<file path="config.mk">
export PLATFORM = sky130hd
export DESIGN_NAME = arb_req_queue_flat
export DESIGN_NICKNAME = d
export VERILOG_FILES = /design/src/rtl/arb_req_queue_if.sv /design/src/rtl/arb_req_queue.sv /design/src/flat_wrapper.sv
export SDC_FILE = /design/constraint.sdc
export NUM_CORES = 1
export LEC_CHECK = 0
export ABC_CLOCK_PERIOD_IN_PS = 4300
export CAP_MARGIN = 5
export CORE_MARGIN = 1.5
export CORE_UTILIZATION = 55
export CTS_CLUSTER_DIAMETER = 40
export DETAILED_ROUTE_END_ITERATION = 8
export PLACE_DENSITY = 0.77
export REMOVE_ABC_BUFFERS = 1
export SYNTH_ARGS = -nofsm -noshare
export SYNTH_HDL_FRONTEND = slang
export SYNTH_SLANG_ARGS = --single-unit
</file>
<file path="constraint.sdc">
create_clock -name clk -period 4.3 [get_ports clk]
set_input_delay 0.86 -clock clk [delete_from_list [all_inputs] [get_ports clk]]
set_output_delay 0.86 -clock clk [all_outputs]
set_load 0.02 [all_outputs]
</file>
<file path="src/rtl/arb_req_queue_if.sv">
// ---------------------------------------------------------------------------
// arb_req_queue_if
// Bundles the request-queue side of the round-robin arbiter front end.
//   in_valid  [N]     per-channel push valid
//   in_ready  [N]     per-channel push ready
//   in_data   [N*DW]  channel i occupies bits [i*DW +: DW]
//   req       [N]     request vector towards the arbiter
//   grant     [N]     registered grant from the arbiter
//   out_valid         one-cycle pulse, served word valid
//   out_data  [DW]    served word
//   out_id    [IW]    index of the served channel
//   err               sticky grant error (only with ARBQ_GRANT_CHECK_EN)
// Modports: slave = the queue block, master = the driving/observing side.
// Optional macro: ARBQ_GRANT_CHECK_EN adds the err signal.
// ---------------------------------------------------------------------------
interface arb_req_queue_if #(
  parameter int N  = 3,
  parameter int DW = 8
);
  localparam int IW = (N > 1) ? $clog2(N) : 1;

  logic [N-1:0]    in_valid;
  logic [N-1:0]    in_ready;
  logic [N*DW-1:0] in_data;
  logic [N-1:0]    req;
  logic [N-1:0]    grant;
  logic            out_valid;
  logic [DW-1:0]   out_data;
  logic [IW-1:0]   out_id;
`ifdef ARBQ_GRANT_CHECK_EN
  logic            err;

  modport slave (
    input  in_valid, in_data, grant,
    output in_ready, req, out_valid, out_data, out_id, err
  );
  modport master (
    output in_valid, in_data, grant,
    input  in_ready, req, out_valid, out_data, out_id, err
  );
`else
  modport slave (
    input  in_valid, in_data, grant,
    output in_ready, req, out_valid, out_data, out_id
  );
  modport master (
    output in_valid, in_data, grant,
    input  in_ready, req, out_valid, out_data, out_id
  );
`endif
endinterface

</file>
<file path="src/rtl/arb_req_queue.sv">
// ---------------------------------------------------------------------------
// arb_req_queue
// Front-end stage directly upstream of the round-robin arbiter. Holds one
// small FIFO per requester channel, raises req[i] while channel i holds data,
// pops the channel selected by the arbiter's registered grant and presents
// the popped word on a shared registered output together with its index.
// The shared output has no backpressure.
// Ports:
//   clk     rising-edge clock
//   rst_an  asynchronous active-low reset (FIFO storage is not reset)
//   bus     arb_req_queue_if.slave (push side, req/grant, served output)
// Parameters: N channels, DW data width, DEPTH entries per channel
// (power of two, >= 2). IW = $clog2(N) is derived.
// Optional macro: ARBQ_GRANT_CHECK_EN enables the sticky err output that
// flags multi-bit grants and grants to empty channels.
// ---------------------------------------------------------------------------
module arb_req_queue #(
  parameter int N     = 3,
  parameter int DW    = 8,
  parameter int DEPTH = 4
) (
  input  logic          clk,
  input  logic          rst_an,
  arb_req_queue_if.slave bus
);
  localparam int IW = (N > 1) ? $clog2(N) : 1;
  localparam int PW = $clog2(DEPTH);
  localparam int CW = PW + 1;
  localparam logic [CW-1:0] FULL = CW'(DEPTH);

  logic [DW-1:0] mem_q   [N][DEPTH];
  logic [PW-1:0] wrPtr_q [N];
  logic [PW-1:0] wrPtr_d [N];
  logic [PW-1:0] rdPtr_q [N];
  logic [PW-1:0] rdPtr_d [N];
  logic [CW-1:0] count_q [N];
  logic [CW-1:0] count_d [N];

  logic          outValid_q, outValid_d;
  logic [DW-1:0] outData_q, outData_d;
  logic [IW-1:0] outId_q, outId_d;

  logic [N-1:0]  readyVec;
  logic [N-1:0]  reqVec;
  logic [N-1:0]  push;
  logic [N-1:0]  pop;
  logic          selValid;
  logic [IW-1:0] selIdx;
  logic          popEn;

  // Status flags come only from registered counts, so in_ready never
  // depends on grant and a full channel stays not-ready even while popping.
  always_comb begin
    readyVec = '0;
    reqVec   = '0;
    for (int i = 0; i < N; i++) begin
      readyVec[i] = (count_q[i] != FULL);
      reqVec[i]   = (count_q[i] != '0);
    end
  end

  // Lowest-index set grant bit wins; extra bits never cause a pop.
  always_comb begin
    selValid = 1'b0;
    selIdx   = '0;
    for (int i = N - 1; i >= 0; i--) begin
      if (bus.grant[i]) begin
        selValid = 1'b1;
        selIdx   = IW'(i);
      end
    end
  end

  assign popEn = selValid && (count_q[selIdx] != '0);
  assign push  = bus.in_valid & readyVec;
  assign pop   = popEn ? (N'(1) << selIdx) : '0;

  // Pointer/count next state plus the served-word register contents.
  always_comb begin
    for (int i = 0; i < N; i++) begin
      wrPtr_d[i] = wrPtr_q[i];
      rdPtr_d[i] = rdPtr_q[i];
      count_d[i] = count_q[i];
      if (push[i]) wrPtr_d[i] = wrPtr_q[i] + 1'b1;
      if (pop[i])  rdPtr_d[i] = rdPtr_q[i] + 1'b1;
      if (push[i] && !pop[i])      count_d[i] = count_q[i] + 1'b1;
      else if (!push[i] && pop[i]) count_d[i] = count_q[i] - 1'b1;
    end
    outValid_d = popEn;
    outData_d  = outData_q;
    outId_d    = outId_q;
    if (popEn) begin
      outData_d = mem_q[selIdx][rdPtr_q[selIdx]];
      outId_d   = selIdx;
    end
  end

  // Storage has no reset; stale contents are unreachable once counts clear.
  always_ff @(posedge clk) begin
    for (int i = 0; i < N; i++) begin
      if (push[i]) mem_q[i][wrPtr_q[i]] <= bus.in_data[i*DW +: DW];
    end
  end

`ifdef ARBQ_GRANT_CHECK_EN
  logic err_q, err_d;
  logic multiGrant;

  // More than one bit set <=> clearing the lowest set bit leaves something.
  assign multiGrant = (bus.grant & (bus.grant - 1'b1)) != '0;
  assign err_d      = err_q | multiGrant | (selValid && (count_q[selIdx] == '0));
  assign bus.err    = err_q;

  always_ff @(posedge clk or negedge rst_an) begin
    if (!rst_an) err_q <= 1'b0;
    else         err_q <= err_d;
  end
`endif

  always_ff @(posedge clk or negedge rst_an) begin
    if (!rst_an) begin
      for (int i = 0; i < N; i++) begin
        wrPtr_q[i] <= '0;
        rdPtr_q[i] <= '0;
        count_q[i] <= '0;
      end
      outValid_q <= 1'b0;
      outData_q  <= '0;
      outId_q    <= '0;
    end else begin
      wrPtr_q    <= wrPtr_d;
      rdPtr_q    <= rdPtr_d;
      count_q    <= count_d;
      outValid_q <= outValid_d;
      outData_q  <= outData_d;
      outId_q    <= outId_d;
    end
  end

  assign bus.in_ready  = readyVec;
  assign bus.req       = reqVec;
  assign bus.out_valid = outValid_q;
  assign bus.out_data  = outData_q;
  assign bus.out_id    = outId_q;

endmodule

</file>
<file path="src/flat_wrapper.sv">
// flat-port wrapper written by rule: the top's interface ports become plain ports
module arb_req_queue_flat 
#(
  parameter int N     = 3,
  parameter int DW    = 8,
  parameter int DEPTH = 4
)
  (clk, rst_an, bus_in_valid, bus_in_data, bus_grant, bus_in_ready, bus_req, bus_out_valid, bus_out_data, bus_out_id);
  arb_req_queue_if #(.N(N), .DW(DW)) bus_i ();
  input  logic clk;
  input  logic rst_an;
  input wire logic [$bits(bus_i.in_valid)-1:0] bus_in_valid;
  input wire logic [$bits(bus_i.in_data)-1:0] bus_in_data;
  input wire logic [$bits(bus_i.grant)-1:0] bus_grant;
  output wire logic [$bits(bus_i.in_ready)-1:0] bus_in_ready;
  output wire logic [$bits(bus_i.req)-1:0] bus_req;
  output wire logic [$bits(bus_i.out_valid)-1:0] bus_out_valid;
  output wire logic [$bits(bus_i.out_data)-1:0] bus_out_data;
  output wire logic [$bits(bus_i.out_id)-1:0] bus_out_id;
  assign bus_i.in_valid = bus_in_valid;
  assign bus_i.in_data = bus_in_data;
  assign bus_i.grant = bus_grant;
  assign bus_in_ready = bus_i.in_ready;
  assign bus_req = bus_i.req;
  assign bus_out_valid = bus_i.out_valid;
  assign bus_out_data = bus_i.out_data;
  assign bus_out_id = bus_i.out_id;
  arb_req_queue #(.N(N), .DW(DW), .DEPTH(DEPTH)) u_core (.clk(clk), .rst_an(rst_an), .bus(bus_i));
endmodule
</file>
; ---- After elaboration in Yosys (flattened, before gate mapping)
; Memories as Yosys holds them, arrays and structs flattened.
; Index checks and enable logic that the tools add are counted.
[totals]
register_bits = 32
ramBits = 96
mem_count = 1
[op_classes]
addsub = 12
magnitude_cmp = 8
n_eq_ne = 3
shift = 1
muxes = 34
n_bitwise = 6
n_reduce_logical = 23
[mem_list]
columns = memory, depth, width, rd, rd_clocked_by_memory_dff, write_ports, line_no
row1 = u_core.mem_q, 3, 32, 1, 0, 3, arb_req_queue.sv:31  ; logic [DW-1:0] mem_q [N][DEPTH];
[op_table]
columns = operator, n
row1 = 2-to-1 mux 32 bit, 3
row2 = demux 8 bit (select 2 bit), 3
row3 = 2-to-1 mux 8 bit, 5
row4 = 2-to-1 mux 3 bit, 9
row5 = binary-select mux 8 bit (select 2 bit), 1
row6 = greater-or-equal comparator 3 bit (second input constant), 5
row7 = NOT 2 -> 3 bit, 5
row8 = adder 2 x 1 -> 2 bit (second input constant), 6
row9 = nonzero test 3 bit, 4
row10 = logical AND 1 bit, 10
row11 = 2-to-1 mux 2 bit, 5
row12 = adder 3 x 1 -> 3 bit (second input constant), 3
row13 = < comparator 3 x 1 -> 1 bit (second input constant), 3
row14 = inequality test 3 bit (second input constant), 3
row15 = subtractor 3 x 1 -> 3 bit (second input constant), 3
row16 = binary-select mux 3 bit (select 2 bit), 1
row17 = logical NOT 1 bit, 6
row18 = 2-to-1 mux 1 bit, 6
row19 = nonzero test 2 bit, 3
row20 = binary-select mux 2 bit (select 2 bit), 1
row21 = bitwise AND 3 bit, 1
row22 = left shift 1 x 2 -> 3 bit (first input constant), 1

; ---- Logic depth before layout (Yosys ltp)
[logic_depth]
word_depth = 13
ltp_mapped = 10
mapped_depth_nobuf = 9

; ---- Least setup slack after synthesis
; OpenSTA, ideal clock, no wires.
[synth_path]
path_kind = input -> register
startpoint = in bus_grant[1]
endpoint = reg u_core.count_q[1] (netlist name)
t_arrival_ns = 2.263
path_slack_ns = 1.913
cell_stages = 8
path_cell_list = nand2b_1 buf_6 nor3_2 inv_1 ha_1 inv_1 fa_1 mux2_2
[synth_lines]
columns = element, line_no
row1 = start: declaration, flat_wrapper.sv:14  ; input wire logic [$bits(bus_i.grant)-1:0] bus_grant;
row2 = end signal: assignment, arb_req_queue.sv:133  ; count_q <= count_d;
row3 = end: declaration, arb_req_queue.sv:36  ; logic [CW-1:0] count_q [N];

; ---- Worst setup path after layout
[layout_path]
startpoint = in bus_grant[2]
endpoint = reg u_core.outData_q[5] (netlist: u_core.bus.out_data[5])
[layout_between]
elab_chain_cells = 11
word_cells_on_any_way = 20
classes_between = mux: 15 / bitwise: 2 / reduce/logical: 2 / memory: 1
[layout_rtl]
columns = element, line_no
row1 = 2-to-1 mux 2 bit (3 in series), arb_req_queue.sv:67  ; if (bus.grant[i]) begin
row2 = NOT 2 -> 3 bit (not written as such), "arb_req_queue.sv:74, arb_req_queue.sv:93"
row3 = binary-select mux 2 bit (select 2 bit), arb_req_queue.sv:93  ; outData_d = mem_q[selIdx][rdPtr_q[selIdx]];
row4 = 2-to-1 mux 2 bit (not written as such) (2 in series), arb_req_queue.sv:93
row5 = NOT 2 -> 3 bit (not written as such), arb_req_queue.sv:93
row6 = binary-select mux 8 bit (select 2 bit), arb_req_queue.sv:93
row7 = 2-to-1 mux 8 bit (not written as such) (2 in series), arb_req_queue.sv:93
row8 = end signal: assignment, arb_req_queue.sv:135  ; outData_q <= outData_d;
row9 = end: declaration, arb_req_queue.sv:40  ; logic [DW-1:0] outData_q, outData_d;
; Several ways; a longest one is shown, not always the timed one. The select of a mux whose other input is x is not followed.
; A chain may end at the register's enable or synchronous reset.

==> summary.md <==
| Metric | Value |
|---|---|
| Final ANT Viol Nets | `0` |
| Post-CTS Hold Fix Bufs | `0` |
| RSZ-0062 raised after global routing | `false` |
| Synthesis Warnings | `0` |
| Synthesis-stage register bit count | `128` |
| Hold Path Class | `in2async` |
| Router iterations before antenna repair | `5` |
| Nets | `533` |
| CP max stage delay | `0.80 ns` |
| Most common cell after layout, fill and taps aside | `edfxtp_1` |
| Synth unique cells | `42` |
| Min Hold Slack | `0.441 ns` |
| F_max | `337 MHz` |
| # fillers | `745` |
| Critical R2R Capture | `u_core.count_q[8]` |
| Met3 wire len | `1060 um` |
| Setup TNS Final | `0 ns` |
| Detailed Route WL | `13500 um` |
| Via count | `3754` |
| Uppermost layer routed | `met4` |
| Final Non-Filler Cells | `629` |
| Sequential share of the synthesized area | `0.658` |
| Vias in the first global route | `3815` |
| Pwr dens | `650 nW/um^2` |
| GPL Wtd Cong | `0.859` |
| WS Path Type | `in2reg` |
| Initial antenna violation count | `0` |
| Most frequent cells in the layout | `edfxtp_1 (96), clkdlybuf4s50_1 (46), nand2_1 (34), dfrtp_1 (32), o21ai_0 (28)` |
| CTS resizes | `0` |
| Relative slew slack | `0.351` |
| Crit path time final | `2.97 ns` |
| Maximum root-to-sink buffer count | `2` |
| Initial Utilization | `0.570` |
| Reg-to-reg critical path startpoint | `u_core.count_q[6]` |
| Core region area | `9820 um^2` |
| Root Buffer | `clkbuf_8` |
| Number of I/O pins | `49` |
| Status | `finished, final reports clean` |
| CP Data Required Time | `4.70 ns` |
| Clk_lat worst skew | `0.52 ns` |
| Hold Fails Final Rpt | `0` |
| Die span in y | `104 um` |
| Setup crit start | `bus_grant[2]` |
| Post-synth EDFFs | `96` |
| Global-route wire length before repair | `21300 um` |
| Clock Skews | `0.0100 ns` |
| Number of setup violations in the final report | `0` |
| CTS H-tree depth | `4` |
| Fraction of layout cells with a size suffix above 1 | `0.101` |
| Fin crit share | `0.691` |
| Number of I/O port buffers | `48` |
| Ys async rst share | `0.250` |
| DR DRC count | `0` |
| Total grt overflow | `0` |
| CTS buffer count | `17` |
| Leak | `0.00242 uW` |
| Cells after Synth | `433` |
| Post-layout util | `0.681` |
| CP max-delay cell | `clkdlybuf4s50_1` |
| Row count | `36` |
| Met2 wire length | `6530 um` |
| Placed insts | `597` |
| Critical path arrival | `3.37 ns` |
| CP max FO | `23` |
| Area Overhead vs Synth | `19.4%` |
| Clock-pin slew on the worst setup and hold paths | `0.06 ns` |
| Final Slew Violations | `0` |
| Worst VDD drop | `357 uV` |
| Final HPWL DP | `8860 um` |
| Post-synth top flop | `edfxtp_1` |
| 1st-iter DRT viols | `343` |
| CP startpoint kind | `input pin` |
| Worst-Margin Slew | `0.970 ns` |
| Total GRT Usage | `0.267` |
| Max-cap violation count | `0` |
| CTS tree | `yes` |
| Wirelength per Cell | `21.5 um` |
| R2R setup slack | `1.93 ns` |
| Die W | `104 um` |
| Clock Sink Count | `128` |
| Post-CTS Setup Bufs | `0` |
| Pin count of the biggest net entering global routing | `33` |
| Synth Area per Inst | `12.9 um^2` |
| Worst Setup End Kind | `register` |
| Worst r2r path cells | `8` |
| Crit-path cells | `clkdlybuf4s50_1 -> nor3b_1 -> o21ai_0 -> and2_1 -> nor3_1 -> o31ai_1 -> o21ai_1` |
| CP Capture Point | `u_core.bus.out_data[5]` |
| Detailed-route vias per instance | `5.97` |
| Antenna Cells | `0` |
| Synthesized cell area | `5600 um^2` |
| Metal-1 WL | `5420 um` |
| DIE AREA | `10800 um^2` |
==> metrics by stage <==
| stage | cell area, um^2 | setup slack [ns] | total power [uW] |
|---|---|---|---|
| final | 6680 | 1.33 | 4340 |
| after floorplan | 5470 | 1.70 | 2580 |
| after detailed placement | 6150 | 0.843 | 3060 |
| after CTS | 6680 | 1.39 | 4340 |
| after global routing | 6680 | 1.17 | 4550 |
| after global placement | 6150 | 0.920 | 3010 |
==> cell type report <==
type | count | area [um^2] | share of cell area
clock buffers | 18 | 418 | 0.0625
clock inverters | 14 | 118 | 0.0176
multi-input cells | 268 | 1730 | 0.258
well taps | 133 | 166 | 0.0249
repair buffers | 54 | 515 | 0.0771
inverters | 14 | 57.6 | 0.00861
flip-flops and latches | 128 | 3680 | 0.551
==> worst max-delay path: cells and delay by family <==
| family | cells | cell delay, ns |
|---|---|---|
| AND/OR/NAND/NOR | 3 | 1.13 |
| buffers and inverters | 1 | 0.80 |
| AO/OA/AOI/OAI | 3 | 0.57 |
==> report_power, final <==
part | internal (uW) | switching [uW]
sequential | 1690 | 204
clock | 763 | 524
combinational | 469 | 693
==> sequential cells by signal, indices dropped and copies added (netlist names) <==
| signal | count |
|---|---|
| u_core.bus.out_data | 8 |
| u_core.bus.out_id | 2 |
| u_core.rdPtr_q | 6 |
| u_core.wrPtr_q | 6 |
| u_core.mem_q | 96 |
| u_core.bus.out_valid | 1 |
| u_core.count_q | 9 |
==> cell families (layout without fill, tap and decap cells) <==
logic type | after synthesis | after routing | share of synthesized area
flops | 128 | 128 | 0.658
simple gates | 119 | 119 | 0.107
mux | 3 | 3 | 0.00603
buf+inv | 37 | 100 | 0.0340
xor+xnor | 18 | 18 | 0.0282
fa+ha+maj | 18 | 18 | 0.0442
compound gates | 110 | 110 | 0.123
==> synth_stat cells, drive strengths merged, types with 2 or more instances <==
library cell,count,share of area
ha,15,0.034
o21ai,35,0.031
o22ai,15,0.017
nand3,9,0.0080
or3,2,0.0022
inv,14,0.010
a211oi,14,0.021
and3,13,0.015
buf,12,0.016
o32ai,7,0.011
edfxtp,96,0.51
nor3,16,0.015
mux2,3,0.0060
xnor2,12,0.019
nand2,35,0.024
nor3b,11,0.015
o31ai,7,0.0094
nand2b,3,0.0047
and2,4,0.0045
a21oi,26,0.023
fa,3,0.011
nor2,25,0.018
clkbuf,11,0.0074
dfrtp,32,0.14
xor2,6,0.0094
==> routing by layer <==
metal | vias up | global-route usage
met5 | - | 0
met4 | 0 | 0.115
met1 | 1815 | 0.343
met2 | 188 | 0.431
li1 | 1711 | -
met3 | 40 | 0.0727
==> worst min path at each step <==
stage / startpoint / end / slack [ns] / depth (start not counted)
detailed placement: u_core.rdPtr_q[1] / u_core.rdPtr_q[1] / 0.47 / 1
global placement: u_core.count_q[5] / u_core.count_q[5] / 0.47 / 1
finish: rst_an / u_core.count_q[1] / 0.44 / 1
CTS: rst_an / u_core.count_q[1] / 0.45 / 1
global route: rst_an / u_core.count_q[0] / 0.47 / 1
floorplan: u_core.rdPtr_q[1] / u_core.rdPtr_q[1] / 0.45 / 1
Power figures use the tool's default switching activity.
